[src/rtl/microbitos_pkg.sv]
// Shared definitions for the MicroBitos multi-cycle core: opcodes, ALU/jump
// function codes, FSM states and instruction field positions.
package microbitos_pkg;

    localparam int unsigned OP_W   = 3;
    localparam int unsigned FN_W   = 2;
    localparam int unsigned RY_LSB = 0 + FN_W;

    typedef enum logic [2:0] {
        OP_HALT = 3'b000,
        OP_LOAD = 3'b001,
        OP_STI  = 3'b010,
        OP_STR  = 3'b011,
        OP_MOVE = 3'b100,
        OP_MATH = 3'b101,
        OP_JMP  = 3'b110,
        OP_NOP  = 3'b111
    } opcode_e;

    typedef enum logic [1:0] {
        FN_ADD = 2'b00,
        FN_SUB = 2'b01,
        FN_AND = 2'b10,
        FN_XOR = 2'b11
    } math_fn_e;

    typedef enum logic [1:0] {
        JC_ALWAYS = 2'b00,
        JC_Z      = 2'b01,
        JC_C      = 2'b10,
        JC_NZ     = 2'b11
    } jmp_cond_e;

    typedef enum logic [2:0] {
        S_FETCH,
        S_IMM,
        S_EXEC,
        S_MEM,
        S_HALT
    } state_e;

    // Layout is {op, rx, ry, fn}, fn in the least significant bits.
    function automatic int unsigned rx_lsb(int unsigned rsel_w);
        return FN_W + rsel_w;
    endfunction

    function automatic int unsigned op_lsb(int unsigned rsel_w);
        return FN_W + 2 * rsel_w;
    endfunction

    function automatic int unsigned instr_width(int unsigned rsel_w);
        return OP_W + 2 * rsel_w + FN_W;
    endfunction

    function automatic logic is_two_word(opcode_e op, logic fn0);
        return ((op == OP_LOAD) && !fn0) || (op == OP_STI);
    endfunction

endpackage

[src/rtl/microbitos_alu.sv]
// Combinational ALU for the MicroBitos core: ADD/SUB/AND/XOR with zero and
// carry/borrow flags.
module microbitos_alu
    import microbitos_pkg::*;
#(
    parameter int unsigned DATA_W = 8
) (
    input  logic [DATA_W-1:0] a_i,
    input  logic [DATA_W-1:0] b_i,
    input  logic [1:0]        fn_i,
    output logic [DATA_W-1:0] result_o,
    output logic              z_o,
    output logic              c_o
);

    logic [DATA_W:0] wide;

    // Extra top bit carries the ADD carry-out or the SUB borrow.
    always_comb begin
        wide = '0;
        case (math_fn_e'(fn_i))
            FN_ADD:  wide = {1'b0, a_i} + {1'b0, b_i};
            FN_SUB:  wide = {1'b0, a_i} - {1'b0, b_i};
            FN_AND:  wide = {1'b0, a_i & b_i};
            default: wide = {1'b0, a_i ^ b_i};
        endcase
    end

    assign result_o = wide[DATA_W-1:0];
    assign c_o      = wide[DATA_W];
    assign z_o      = (result_o == '0);

endmodule

[src/rtl/microbitos_mc.sv]
// MicroBitos multi-cycle core with req/ack instruction and data buses.
// Optional MICROBITOS_RETIRE_CNT_EN adds the o_retired instruction counter.
module microbitos_mc
    import microbitos_pkg::*;
#(
    parameter int unsigned       DATA_W   = 8,
    parameter int unsigned       ADDR_W   = 8,
    parameter int unsigned       NREGS    = 4,
    parameter int unsigned       RSEL_W   = $clog2(NREGS),
    parameter int unsigned       INSTR_W  = instr_width(RSEL_W),
    parameter logic [ADDR_W-1:0] RESET_PC = '0
) (
    input  logic               clk,
    input  logic               reset,
    input  logic [INSTR_W-1:0] i_Instruccion,
    input  logic               i_iack,
    output logic               o_ireq,
    output logic [ADDR_W-1:0]  o_Address_Instruction_Bus,
    input  logic [DATA_W-1:0]  i_DataIn_Bus,
    input  logic               i_dack,
    output logic               o_dreq,
    output logic               W_R,
    output logic [ADDR_W-1:0]  o_Address_Data_Bus,
    output logic [DATA_W-1:0]  o_DataOut_Bus,
    output logic               o_halted
`ifdef MICROBITOS_RETIRE_CNT_EN
    ,
    output logic [15:0]        o_retired
`endif
);

    localparam int unsigned RX_LSB = rx_lsb(RSEL_W);
    localparam int unsigned OP_LSB = op_lsb(RSEL_W);

    state_e              state_q, state_d;
    logic [ADDR_W-1:0]   pc_q, pc_d, addr_q, addr_d;
    logic [INSTR_W-1:0]  ir_q, ir_d;
    logic [DATA_W-1:0]   imm_q, imm_d, wdata_q, wdata_d;
    logic                we_q, we_d, z_q, z_d, c_q, c_d;
    logic [DATA_W-1:0]   regs_q [NREGS];

    logic                rf_we, ireq, dreq, jmp_take, is_mem_op;
    logic [DATA_W-1:0]   rf_wdata, rx_val, ry_val, alu_res, imm_w;
    logic [ADDR_W-1:0]   rx_addr, ry_addr, imm_addr;
    logic                alu_z, alu_c;
    opcode_e             op;
    logic [RSEL_W-1:0]   rx, ry;
    logic [1:0]          fn;

    assign op     = opcode_e'(ir_q[OP_LSB +: OP_W]);
    assign rx     = ir_q[RX_LSB +: RSEL_W];
    assign ry     = ir_q[RY_LSB +: RSEL_W];
    assign fn     = ir_q[1:0];
    assign rx_val = regs_q[rx];
    assign ry_val = regs_q[ry];

    if (DATA_W >= ADDR_W) begin : g_addr_trunc
        assign rx_addr  = rx_val[ADDR_W-1:0];
        assign ry_addr  = ry_val[ADDR_W-1:0];
        assign imm_addr = imm_q[ADDR_W-1:0];
    end else begin : g_addr_zext
        assign rx_addr  = {{(ADDR_W-DATA_W){1'b0}}, rx_val};
        assign ry_addr  = {{(ADDR_W-DATA_W){1'b0}}, ry_val};
        assign imm_addr = {{(ADDR_W-DATA_W){1'b0}}, imm_q};
    end

    if (INSTR_W >= DATA_W) begin : g_imm_trunc
        assign imm_w = i_Instruccion[DATA_W-1:0];
    end else begin : g_imm_zext
        assign imm_w = {{(DATA_W-INSTR_W){1'b0}}, i_Instruccion};
    end

    microbitos_alu #(.DATA_W(DATA_W)) u_alu (
        .a_i      (rx_val),
        .b_i      (ry_val),
        .fn_i     (fn),
        .result_o (alu_res),
        .z_o      (alu_z),
        .c_o      (alu_c)
    );

    assign is_mem_op = (op == OP_STI) || (op == OP_STR) || ((op == OP_LOAD) && fn[0]);

    always_comb begin
        case (jmp_cond_e'(fn))
            JC_ALWAYS: jmp_take = 1'b1;
            JC_Z:      jmp_take = z_q;
            JC_C:      jmp_take = c_q;
            default:   jmp_take = !z_q;
        endcase
    end

    always_comb begin
        state_d  = state_q;
        pc_d     = pc_q;
        ir_d     = ir_q;
        imm_d    = imm_q;
        addr_d   = addr_q;
        wdata_d  = wdata_q;
        we_d     = we_q;
        z_d      = z_q;
        c_d      = c_q;
        rf_we    = 1'b0;
        rf_wdata = '0;
        ireq     = 1'b0;
        dreq     = 1'b0;
        case (state_q)
            S_FETCH: begin
                ireq = 1'b1;
                if (i_iack) begin
                    ir_d    = i_Instruccion;
                    pc_d    = pc_q + ADDR_W'(1);
                    state_d = is_two_word(opcode_e'(i_Instruccion[OP_LSB +: OP_W]), i_Instruccion[0])
                              ? S_IMM : S_EXEC;
                end
            end
            S_IMM: begin
                ireq = 1'b1;
                if (i_iack) begin
                    imm_d   = imm_w;
                    pc_d    = pc_q + ADDR_W'(1);
                    state_d = S_EXEC;
                end
            end
            S_EXEC: begin
                state_d = is_mem_op ? S_MEM : S_FETCH;
                case (op)
                    OP_HALT: state_d = S_HALT;
                    OP_LOAD: begin
                        if (fn[0]) begin
                            addr_d = ry_addr;
                            we_d   = 1'b0;
                        end else begin
                            rf_we    = 1'b1;
                            rf_wdata = imm_q;
                        end
                    end
                    OP_STI: begin
                        addr_d  = imm_addr;
                        wdata_d = rx_val;
                        we_d    = 1'b1;
                    end
                    OP_STR: begin
                        addr_d  = rx_addr;
                        wdata_d = ry_val;
                        we_d    = 1'b1;
                    end
                    OP_MOVE: begin
                        rf_we    = 1'b1;
                        rf_wdata = ry_val;
                    end
                    OP_MATH: begin
                        rf_we    = 1'b1;
                        rf_wdata = alu_res;
                        z_d      = alu_z;
                        c_d      = alu_c;
                    end
                    OP_JMP: if (jmp_take) pc_d = rx_addr;
                    default: ;
                endcase
            end
            S_MEM: begin
                dreq = 1'b1;
                if (i_dack) begin
                    rf_we    = !we_q;
                    rf_wdata = i_DataIn_Bus;
                    state_d  = S_FETCH;
                end
            end
            S_HALT: state_d = S_HALT;
            default: state_d = S_FETCH;
        endcase
    end

    always_ff @(posedge clk or negedge reset) begin
        if (!reset) begin
            state_q <= S_FETCH;
            pc_q    <= RESET_PC;
            ir_q    <= '0;
            imm_q   <= '0;
            addr_q  <= '0;
            wdata_q <= '0;
            we_q    <= 1'b0;
            z_q     <= 1'b0;
            c_q     <= 1'b0;
        end else begin
            state_q <= state_d;
            pc_q    <= pc_d;
            ir_q    <= ir_d;
            imm_q   <= imm_d;
            addr_q  <= addr_d;
            wdata_q <= wdata_d;
            we_q    <= we_d;
            z_q     <= z_d;
            c_q     <= c_d;
        end
    end

    always_ff @(posedge clk or negedge reset) begin
        if (!reset) begin
            for (int unsigned i = 0; i < NREGS; i++) regs_q[i] <= '0;
        end else if (rf_we) begin
            regs_q[rx] <= rf_wdata;
        end
    end

    // Requests are masked by reset so a pending transfer drops the instant reset asserts.
    assign o_ireq                    = ireq & reset;
    assign o_dreq                    = dreq & reset;
    assign W_R                       = we_q & (state_q == S_MEM) & reset;
    assign o_Address_Instruction_Bus = pc_q;
    assign o_Address_Data_Bus        = addr_q;
    assign o_DataOut_Bus             = wdata_q;
    assign o_halted                  = (state_q == S_HALT);

`ifdef MICROBITOS_RETIRE_CNT_EN
    logic        retire;
    logic [15:0] retired_q;

    assign retire = ((state_q == S_EXEC) && !is_mem_op) || ((state_q == S_MEM) && i_dack);

    always_ff @(posedge clk or negedge reset) begin
        if (!reset)      retired_q <= '0;
        else if (retire) retired_q <= retired_q + 16'd1;
    end

    assign o_retired = retired_q;
`endif

endmodule

[config.mk]
export PLATFORM = sky130hd
export DESIGN_NAME = microbitos_mc
export DESIGN_NICKNAME = d
export VERILOG_FILES = /design/src/rtl/microbitos_pkg.sv /design/src/rtl/microbitos_alu.sv /design/src/rtl/microbitos_mc.sv
export SDC_FILE = /design/constraint.sdc
export NUM_CORES = 1
export LEC_CHECK = 0
export BUFFER_PORTS_ARGS = -buffer_cell sky130_fd_sc_hd__buf_2
export CORE_ASPECT_RATIO = 1.4
export CORE_UTILIZATION = 45
export CTS_CLUSTER_DIAMETER = 100
export DETAILED_ROUTE_END_ITERATION = 6
export GPL_ROUTABILITY_DRIVEN = 0
export GPL_TIMING_DRIVEN = 0
export PLACE_DENSITY = 0.65
export SYNTH_ARGS = -nofsm -noshare
export SYNTH_HDL_FRONTEND = slang
export SYNTH_HIERARCHICAL = 1
export SYNTH_SLANG_ARGS = --single-unit
[constraint.sdc]
create_clock -name clk -period 6 [get_ports clk]
set_input_delay 1.2 -clock clk [delete_from_list [all_inputs] [get_ports clk]]
set_output_delay 1.2 -clock clk [all_outputs]
set_load 0.01 [all_outputs]
Yosys cells after proc, flatten, opt, wreduce, memory -nomap -nowiden --
Index checks and enable logic that the tools add are counted.
Word-level totals: output and inout port bits 28, logic and storage cells 113, input bits 21, flip-flop bits (word level) 79
Cells by class: mux-type cells 37, equality and inequality tests 21, bitwise operators 8, reduce and logical (&&, ||, !) cells 28, add/subtract/negate cells 3, order comparisons 3
Operators by type and width (count):
- 8-bit 2-to-1 mux | 11
- 8-bit one-hot mux with 2 select lines | 3
- 8-bit one-hot mux with 3 select lines | 2
- 8-bit binary-select mux with 2-bit select | 2
- 32-bit bitwise mux | 1
- 9-bit one-hot mux with 3 select lines | 1
- 8-bit demux with 2-bit select | 1
- 3-bit by 2-bit == test with 1-bit output (second input constant) | 5
- 3-bit one-hot mux with 5 select lines | 1
- 3-bit == test (second input constant) | 4
- 3-bit 2-to-1 mux | 4
- 2-bit != test (second input constant) | 6
- 8-bit by 8-bit adder with 9-bit output | 1
- 3-bit by 1-bit == test with 1-bit output (second input constant) | 3
- 3-bit AND reduction | 3
- 8-bit by 8-bit subtractor with 9-bit output | 1
- 8-bit by 1-bit adder with 8-bit output (second input constant) | 1
- 8-bit AND | 1
- 8-bit zero test | 1
- 2-bit AND reduction | 4
- 8-bit bitwise XOR | 1
- 3-bit >= comparator (second input constant) | 2
- 3-bit zero test | 2
- 2-bit NOT with 3-bit output | 2
- other kinds (17) | 37

Depth between registers and ports, before layout --
depth in word-level cells 9, depth in mapped cells 16, mapped depth without buffers 15

Cells and area by module --
Netlist, hierarchy kept.
By module, submodules not included:
- microbitos_mc | area an instance 4272.8 sq um, cells an instance 371, sequential area each 1976.9 sq um, times used 1
- microbitos_alu | area an instance 800.8 sq um, cells an instance 104, sequential area each 0.0 sq um, times used 1

Least setup slack after synthesis --
Ideal clock, no wire load.
path type register to register, from reg ir_q[2], to reg regs_q[15] in the netlist's numbering, required time 5.875 ns, cell stages (with the launch flop) 17, setup time 0.125 ns, path buffers 1, data arrival time 3.787 ns, slack 2.088 ns, period minus slack after synthesis 3.912 ns, cells stage by stage dfrtp_1 -> buf_2 -> mux4_2 -> inv_1 -> ha_1 -> mux2_2 -> inv_1 -> ha_1 -> nor2b_4 -> o31a_1 -> or4_1 -> a31oi_2 -> xnor2_1 -> a21bo_2 -> a21oi_1 -> o21ai_0 -> mux2_2
On the way: cells in the longest elaborated chain, start to end 9, elaborated cells between the ends (all ways) 12, those cells by class 2 x add/sub; 7 x mux; 3 x bitwise
RTL lines:
- from (decl) | RTL line microbitos_mc.sv:37 | logic [INSTR_W-1:0] ir_q, ir_d;
- from (signal assigned) | RTL line microbitos_mc.sv:189 | ir_q <= ir_d;
- 2-bit NOT with 3-bit output (implied by the code) (*) | RTL line microbitos_mc.sv:55 | assign ry_val = regs_q[ry];
- 8-bit binary-select mux with 2-bit select (*) | RTL line microbitos_mc.sv:55
- 8-bit 2-to-1 mux (implied by the code) (*) (2 in series) | RTL line microbitos_mc.sv:55
- named net ry_addr[0] | RTL line microbitos_mc.sv:44 | logic [ADDR_W-1:0] rx_addr, ry_addr, imm_addr;
- 8-bit by 8-bit subtractor with 9-bit output or 8-bit by 8-bit adder with 9-bit output (tied branches) | RTL line microbitos_alu.sv:23, microbitos_alu.sv:22
- 9-bit one-hot mux with 3 select lines (*) | RTL line microbitos_alu.sv:21 | case (math_fn_e'(fn_i))
- named net alu_res[7] | RTL line microbitos_mc.sv:43 | logic [DATA_W-1:0] rf_wdata, rx_val, ry_val, alu_res, imm_w;
- 8-bit one-hot mux with 3 select lines (*) | RTL line microbitos_mc.sv:127 | case (op)
- 8-bit one-hot mux with 2 select lines (*) | RTL line microbitos_mc.sv:107 | case (state_q)
- 32-bit bitwise mux (*) | RTL line microbitos_mc.sv:203 | regs_q[rx] <= rf_wdata;
- to (signal, indexed assignment) | RTL line microbitos_mc.sv:203
- to (decl) | RTL line microbitos_mc.sv:40 | logic [DATA_W-1:0] regs_q [NREGS];
The timed path passes the listed nets; every way through them passes the cells marked *. The select of a mux whose other input is x is not followed. A chain may end at the register's enable or synchronous reset.

Worst setup path after layout --
from reg ir_q[2], to reg regs_q[23] in the netlist's numbering
Same word-level chain as after synthesis.

==> impl_metrics.py <==
metrics = {
    "status": {
        "outcome": "finished clean",
    },
    "synth": {
        "synth.top_cells.by_count": "79 x dfrtp_1, 52 x mux2_2, 35 x nor2_1",
        "yosys.area.top_type": "dfrtp_1",
        "ys_seq_area_share_pct": 39.0,
        "synth_nets": 515,
        "yosysWarnings": 6,
        "synth_most_common_cell": "dfrtp_1",
        "synthArstFlopShare_pct": 100,
        "syn_area_mm2": 0.00507,
        "synth_area_leaders": "dfrtp_1 39%, mux2_2 12%, mux4_2 7.1%",
        "synth_top_area_share_pct": 39.0,
        "synth_cells": 475,
        "avgSynthCellArea_um2": 10.7,
        "ys_ff_latch": 79,
        "synthFlopType": "dfrtp_1",
        "synth-edff-count": 0,
        "yosysUniqueCellTypes": 63,
    },
    "setup_path": {
        "worstReg2RegStart": "ir_q[2]",
        "crit_start": "ir_q[2]",
        "worst-setup-path-type": "flop to flop",
        "timing.critical_path.arrival_ns": 4.91,
        "worstPathRequired_ns": 6.29,
        "critPathMaxFanout": 9,
        "worst_setup_path_end_kind": "flop",
        "start_kind": "flop",
    },
    "sta": {
        "rsz0062_at_grt": "false",
        "setup_viol": 0,
        "relSlewSlack_pct": 54.6,
        "hold_slack_ns": 0.516,
        "worst_slew_pin_slew_ns": 0.678,
        "fin_crit_ns": 4.62,
        "fin_crit_sh_pct": 77.0,
        "timing.setup.tns_ns": 0,
        "hold_viol_final": 0,
        "skew_ns": 0.0116,
        "drv_slew": 0,
        "max_freq_mhz": 216,
    },
    "detailed_routing": {
        "ant_nets": 0,
        "drt_iter0_markers": 284,
        "drcViolationCount": 0,
        "viasPerCell": 6.06,
        "drtPass1Iterations": 5,
        "routedWlPerCell_um": 19.7,
        "num_vias": 4126,
        "wirelength_mm": 13.4,
    },
    "clock_tree": {
        "hold_buffers": 0,
        "post_cts_resized": 0,
        "cts_root_buffer": "clkbuf_16",
        "cts_sinks": 79,
        "postCtsSetupBuffers": 0,
        "clockBufferDepth": 2,
        "path_clk_slew_ns": 0.06,
        "tritoncts": "yes",
        "clk_latency_ns": 0.35,
        "cts_buffers": 9,
        "h-tree-depth": 3,
    },
    "finish": {
        "area_growth_syn_to_layout_pct": 14.4,
        "diodes": 0,
        "fin_nets": 575,
        "final_cells": 681,
        "n_fill_cell": 1015,
        "drive_gt1_share_pct": 30.2,
    },
    "floorplan": {
        "core-area_mm2": 0.0109,
        "dieHeight_um": 128,
        "die_w_um": 91.7,
        "start_util_pct": 46.4,
        "num_rows": 45,
        "ioPinCount": 49,
        "die_area_mm2": 0.0117,
    },
    "global_routing": {
        "grt_pass1_vias": 4243,
        "grt-ovfl-total": 0,
        "antenna_found_initial": 0,
        "grt_usage_pct": 24.6,
        "grt_max_degree": 56,
        "grt_pass1_wl_mm": 22.0,
    },
    "placed_design": {
        "dp_hpwl_mm": 10.0,
        "place_inst": 665,
        "io_buffers": 48,
    },
    "job": {
        "maxCapViolations": 0,
    },
    "hold_path": {
        "min_from": "c_q",
        "min_path_type": "flop to flop",
    },
}
-- area by class of cell --
class                   instances  area [µm²]  share of cell area, %
clock inverters                 5        42.5                  0.733
repair buffers                 49         270                   4.66
flip-flops and latches         79        1980                   34.1
clock buffers                  11         243                   4.18
multi-input cells             355        2920                   50.3
inverters                      12        45.0                  0.776
plain buffers                  29         134                   2.31
well taps                     141         176                   3.04
-- path summary, 6_finish.rpt --
| path | end | slack [ns] | cells past startpoint |
|---|---|---|---|
| worst max-delay path | regs_q[23] | 1.38 | 16 |
| worst min-delay path | c_q | 0.52 | 1 |
| worst max register to register | regs_q[23] | 1.38 | 16 |
| worst min register to register | c_q | 0.52 | 1 |
| max in group asynchronous | regs_q[3] | 4.64 | 2 |
| min in group asynchronous | o_Address_Instruction_Bus[0] | 0.76 | 1 |
-- logic make-up (layout without fill, tap and decap cells) --
logic type	count (synthesis)	in the layout	synth area share, %
fa+ha+maj	19	19	4.83
simple gates	133	133	14.2
buf+inv	41	106	3.53
flops	79	79	39.0
mux	70	70	19.0
xor+xnor	10	10	1.73
compound gates	123	123	17.8
-- cell usage in the layout, fill, tap and decap left out, types with 8 or more instances in the layout --
cell type / synthesis / routed
mux4_2: 16 / 16
a31oi_1: 14 / 14
a32oi_1: 8 / 8
nor3_1: 11 / 11
nand2b_1: 9 / 9
clkbuf_16: 0 / 9
mux2_2: 52 / 52
ha_1: 18 / 18
a221oi_1: 8 / 8
inv_1: 12 / 12
dfrtp_1: 79 / 79
buf_2: 11 / 58
a21oi_1: 20 / 20
clkbuf_1: 12 / 13
o21ai_0: 16 / 16
nand2_1: 32 / 32
nor2_1: 35 / 35
nor3b_1: 14 / 14
xnor2_1: 9 / 9
-- layer usage --
layer	wire length, µm	global-route usage [%]	vias up	part of all wire, %
met5	0	0	-	0
met4	351	9.93	0	2.6
met3	486	4.35	28	3.6
met2	7030	44.0	110	52
met1	5570	29.0	2078	41
li1	-	-	1910	-
-- metrics by stage --
step                      setup slack, ns  utilization, %  cell area, µm²
after floorplan                      2.09               -            5070
after global placement               1.50            50.3            5490
after detailed placement             1.45            50.5            5520
after CTS                            1.41            53.2            5810
after global routing                 1.16            53.2            5810
final                                1.38            53.2            5810
-- sequential cells by signal, summed over array words and instances, names as in the netlist --
register / count
c_q: 1
z_q: 1
we_q: 1
state_q: 3
ir_q: 9
imm_addr: 8
regs_q: 32
o_DataOut_Bus: 8
o_Address_Instruction_Bus: 8
o_Address_Data_Bus: 8
-- critical path, cell delays in order (launching register included) --
cell,delay (ns)
dfrtp_1,0.32
buf_2,0.30
mux4_2,0.71
inv_1,0.13
ha_1,0.24
mux2_2,0.30
inv_1,0.06
ha_1,0.21
nor2b_4,0.13
o31a_1,0.28
or4_1,0.43
a31oi_2,0.19
xnor2_1,0.21
a21bo_2,0.18
a21oi_1,0.08
o21ai_0,0.52
mux2_2,0.27
Power is not shown: default switching activity piles up to over one toggle a cycle in this logic, so the estimate is an artifact.
